`src/rtl/fetch_pkg.sv`:
```
// Shared fetch-stage defaults and opcode field constants, used by fetch, decode and the bench.
package fetch_pkg;

    localparam int FETCH_ADDR_W   = 4;
    localparam int FETCH_INSTR_W  = 16;
    localparam int FETCH_RESET_PC = 0;

    localparam int         OP_MSB  = 15;
    localparam int         OP_LSB  = 12;
    localparam logic [3:0] OP_ADDI = 4'b0001;
    localparam logic [3:0] OP_OUT  = 4'b1111;

endpackage

```
`src/rtl/fetch_pc_reg.sv`:
```
// Program counter: reset, redirect and increment-on-load.
// With FETCH_HALT_ON_WRAP_EN defined, a load at the last ROM address parks the pc there and raises halted.
module fetch_pc_reg
    import fetch_pkg::*;
#(
    parameter int ADDR_W   = FETCH_ADDR_W,
    parameter int RESET_PC = FETCH_RESET_PC
) (
    input  logic              clk,
    input  logic              rst,
    input  logic              jump_en,
    input  logic [ADDR_W-1:0] jump_target,
    input  logic              load,
    output logic [ADDR_W-1:0] pc,
    output logic              halted
);

    logic inc_en;

`ifdef FETCH_HALT_ON_WRAP_EN
    localparam logic [ADDR_W-1:0] PC_LAST = '1;
    logic halted_q;

    // The final load still delivers its instruction; only the pc stops moving.
    assign inc_en = load & (pc != PC_LAST);

    always_ff @(posedge clk) begin
        if (rst) begin
            halted_q <= 1'b0;
        end else if (jump_en) begin
            halted_q <= 1'b0;
        end else if (load && pc == PC_LAST) begin
            halted_q <= 1'b1;
        end
    end

    assign halted = halted_q;
`else
    assign inc_en = load;
    assign halted = 1'b0;
`endif

    always_ff @(posedge clk) begin
        if (rst) begin
            pc <= ADDR_W'(RESET_PC);
        end else if (jump_en) begin
            pc <= jump_target;
        end else if (inc_en) begin
            pc <= pc + ADDR_W'(1);
        end
    end

endmodule

```
`src/rtl/instr_fetch.sv`:
```
// Fetch stage: drives the ROM address from the pc, captures the ROM word and hands it to decode via valid/ready.
// Optional halt-at-end-of-program behaviour is selected by FETCH_HALT_ON_WRAP_EN.
module instr_fetch
    import fetch_pkg::*;
#(
    parameter int ADDR_W   = FETCH_ADDR_W,
    parameter int INSTR_W  = FETCH_INSTR_W,
    parameter int RESET_PC = FETCH_RESET_PC
) (
    input  logic               clk,
    input  logic               rst,
    input  logic               run,
    output logic [ADDR_W-1:0]  rom_addr,
    input  logic [INSTR_W-1:0] rom_instr,
    input  logic               jump_en,
    input  logic [ADDR_W-1:0]  jump_target,
    output logic [INSTR_W-1:0] instr,
    output logic [ADDR_W-1:0]  instr_pc,
    output logic               instr_valid,
    input  logic               instr_ready,
    output logic               halted
);

    logic [ADDR_W-1:0] pc;
    logic              load;

    fetch_pc_reg #(
        .ADDR_W   (ADDR_W),
        .RESET_PC (RESET_PC)
    ) u_pc (
        .clk         (clk),
        .rst         (rst),
        .jump_en     (jump_en),
        .jump_target (jump_target),
        .load        (load),
        .pc          (pc),
        .halted      (halted)
    );

    assign rom_addr = pc;
    assign load     = run & ~jump_en & ~halted & (~instr_valid | instr_ready);

    // A redirect flushes the IR even if decode is ready: that handshake never completes.
    always_ff @(posedge clk) begin
        if (rst) begin
            instr       <= '0;
            instr_pc    <= '0;
            instr_valid <= 1'b0;
        end else if (jump_en) begin
            instr_valid <= 1'b0;
        end else if (load) begin
            instr       <= rom_instr;
            instr_pc    <= pc;
            instr_valid <= 1'b1;
        end else if (instr_valid && instr_ready) begin
            instr_valid <= 1'b0;
        end
    end

endmodule

```
`config.mk`:
```
export PLATFORM = sky130hd
export DESIGN_NAME = instr_fetch
export DESIGN_NICKNAME = d
export VERILOG_FILES = /design/src/rtl/fetch_pkg.sv /design/src/rtl/fetch_pc_reg.sv /design/src/rtl/instr_fetch.sv
export SDC_FILE = /design/constraint.sdc
export NUM_CORES = 1
export LEC_CHECK = 0
export BUFFER_PORTS_ARGS = -buffer_cell sky130_fd_sc_hd__buf_2
export CORE_ASPECT_RATIO = 0.9
export CORE_MARGIN = 10
export CORE_UTILIZATION = 41
export DETAILED_ROUTE_END_ITERATION = 16
export GPL_TIMING_DRIVEN = 0
export HOLD_SLACK_MARGIN = 0.06
export MAX_ROUTING_LAYER = met4
export PLACE_DENSITY = 0.73
export SETUP_SLACK_MARGIN = 0.1
export SLEW_MARGIN = 20
export SYNTH_ARGS = -nofsm -noshare
export SYNTH_HDL_FRONTEND = slang
export SYNTH_SLANG_ARGS = --single-unit
```
`constraint.sdc`:
```
create_clock -name clk -period 1 [get_ports clk]
set_input_delay 0.05 -clock clk [delete_from_list [all_inputs] [get_ports clk]]
set_output_delay 0.05 -clock clk [all_outputs]
set_load 0.005 [all_outputs]
```
==> results.toml <==
[outcome]
status = "complete, but fails checks"
violations = "negative setup slack"

[worst_setup_path]
ff2ff_path_depth = 3
worstPathArrival_ns = 1.37
critPathLaunch = "instr_valid$_SDFFE_PP0P_"
crit_slowest_cell = "dfxtp_2"
crit_buf_inv = 0
criticalPathCategory = "flip-flop to flip-flop"
cp_top_family = "simple AND/OR/NAND/NOR gates"
worstSetupEndpointType = "flip-flop"
crit_chain = "nor2b_4 > or3_1 > a311oi_1"
start_kind = "flip-flop"
required_ns = 1.23
max_stage_delay_ns = 0.34
rr_startpoint = "instr_valid$_SDFFE_PP0P_"
cp.depth = 3
path_max_fanout = 5

[die]
num_io_pins = 51
start_util_pct = 44.3
core_mm2 = 0.00253
rows = 17
fp.dieW_um = 75.2
dieArea_mm2 = 0.00523
die_y_um = 69.6

[cts]
cts_inserted_buffers = 3
cts_tree = "yes"
cts_root_buffer = "clkbuf_4"
cts.path.max_buffers = 2
cts_num_sinks = 25
h-tree-depth = 1
cts.clk_slew.worst_paths_ns = 0.13
insertion_delay_ns = 0.34

[yosys]
synth_area_leaders = "dfxtp_1 45%, o31ai_1 13%, nand4_1 12%, a21oi_1 8.9%, a311oi_1 3.1%"
ys_ff_latch = 25
synth_top_area_share_pct = 44.6
synth_edf_count = 0
syn_avg_cell_area_um2 = 8.70
yosysWarnings = 0
synthDistinctLibCells = 25
netlist_instances = 129
yosys.area.top_type = "dfxtp_1"
synthFlopType = "dfxtp_1"
synth_fp_nets = 155
ys_async_sr_fraction_pct = 0
synthesis.area_mm2 = 0.00112
yosysSeqAreaShare_pct = 44.6

[timing]
layout_setup_ws_ns = -0.132
tightest_slew_ns = 0.642
tns_ns = -1.77
slew_headroom_pct = 57.2
setup_viol = 24
fin_crit_ns = 1.13
max_freq_mhz = 883
fin_skew_ns = 0.0167
rsz0062_at_grt = "true"
hold_violations = 0
period_share_pct = 113
slew_violations = 0

[global_route]
grt-ovfl-total = 0
grt_pass1_vias = 1358
grt_pass1_wl_um = 6490
grt_max_degree = 16
antenna_found_initial = 0
grt_usage_pct = 15.2

[final_layout]
syn2layout_area_growth_pct = 67.2
layout.nets = 234
stdcell_count = 235
diodes = 0
multi_input_area_um2 = 631
most-common-layout-cells = "43 x buf_2, 22 x nand4_1, 21 x dlygate4sd3_1, 20 x a21oi_1, 19 x dfxtp_2"
drive_gt1_share_pct = 52.2
seqCellArea_um2 = 536
layout_commonest_cell = "buf_2"
fillers = 178

[route]
dr_wl_met2_um = 2170
met1Wirelength_um = 1710
initialDrtViolationCount = 89
routedWlPerCell_um = 17.9
route.detailed.drc = 0
wl_met3_um = 304
via_count = 1370
drtAntennaViolNets = 0
firstDrtPassIters = 4
viasPerCell = 5.83
finalWirelength_um = 4210
highest_layer = "met4"

[worst_hold_path]
hold_path.class = "input pin to flip-flop"
min_path_cells = 3
hp-start = "run"

[power]
p_clk_share_pct = 23.5
seqPwrFrac_pct = 53.8
p_leak_nw = 0.758
internal_power_w = 0.00144
switching_power_w = 0.000592
pwr-share-comb_pct = 22.7
vdd_drop_max_v = 0.00120
p_per_area_mw_per_mm2 = 1080
netSwitchingFraction_pct = 29.1

[placed_design]
dp_slack_ns = -0.0913
port_buffers = 47
dp_hpwl_um = 2660
place_inst = 204
gp_congestion = 0.762

[flow_run]
max_cap_violations = 0
state kept, by name, summed over array words and instances, names as in the netlist:
| register | flops |
|---|---|
| instr_valid | 1 |
| u_pc.pc | 4 |
| instr | 16 |
| instr_pc | 4 |
kinds of logic (layout without fill, tap and decap cells):
group	count (synthesis)	after routing	synth area share (%)
flip-flops	25	25	44.6
adder cells (fa/ha/maj)	1	1	1.11
AO/OA/AOI/OAI	49	49	28.5
buffers and inverters	22	100	9.14
AND/OR/NAND/NOR	31	31	16.3
other	1	1	0.334
worst reg2reg max path: stages (launching register included):
cell and delay, ns:
dfxtp_2 0.34, nor2b_4 0.13, or3_1 0.31, a311oi_1 0.26
worst paths after layout:
check | end | slack [ns]
worst max-delay path | u_pc.pc[0]$_SDFFE_PP0P_ | -0.13
worst min-delay path | u_pc.pc[3]$_SDFFE_PP0P_ | 0.07
worst min register to register | instr[7]$_SDFFE_PP0P_ | 0.48
worst max register to register | u_pc.pc[0]$_SDFFE_PP0P_ | -0.13
layout make-up:
class                   instances  area share [%]
multi-input cells              82            33.6
flip-flops and latches         25            28.5
repair buffers                 74            27.5
plain buffers                  18            6.00
well taps                      28            1.87
clock buffers                   3            1.20
inverters                       4           0.933
clock inverters                 1           0.400
repair_timing:
action                     4_1_cts  5_1_grt
gates cloned                     0        0
hold endpoints to repair        20        0
gates resized for setup         10       40
setup buffers                    0        6
setup endpoints to repair       28       46
pin swaps                        0        5
hold buffers                    21        0
metrics by stage:
step / hold slack (ns) / instance area (um^2) / total power [W] / util (%)
after floorplan: 0.200 / 1150 / 0.00128 / -
after global placement: 0.307 / 1420 / 0.00141 / 56.2
after detailed placement: 0.314 / 1420 / 0.00142 / 56.2
after CTS: 0.0600 / 1700 / 0.00197 / 67.2
after global routing: 0.0657 / 1880 / 0.00213 / 74.1
final: 0.0680 / 1880 / 0.00203 / 74.1
metal layers:
metal,GRT usage (%),vias up
met2,23.4,58
met1,19.2,658
li1,-,650
met5,-,-
met4,2.66,0
met3,4.71,4
power by group through the flow:
| stage | Combinational [W] | Clock (W) | Sequential (W) |
|---|---|---|---|
| finish | 0.000462 | 0.000479 | 0.00109 |
| global route | 0.000502 | 0.000528 | 0.00110 |
| CTS | 0.000395 | 0.000492 | 0.00108 |
| detailed placement | 0.000320 | 0 | 0.00110 |
| global placement | 0.000310 | 0 | 0.00110 |
| floorplan | 0.000173 | 0 | 0.00110 |
synthesized netlist by cell type, types with 2 or more instances:
cell type,instances
a21oi_1,20
a311oi_1,4
a31o_1,2
buf_1,3
buf_2,5
clkbuf_1,8
dfxtp_1,25
inv_1,2
nand4_1,22
nor2_1,4
o31ai_1,20
Note: power is estimated with default switching activity, not from simulation.
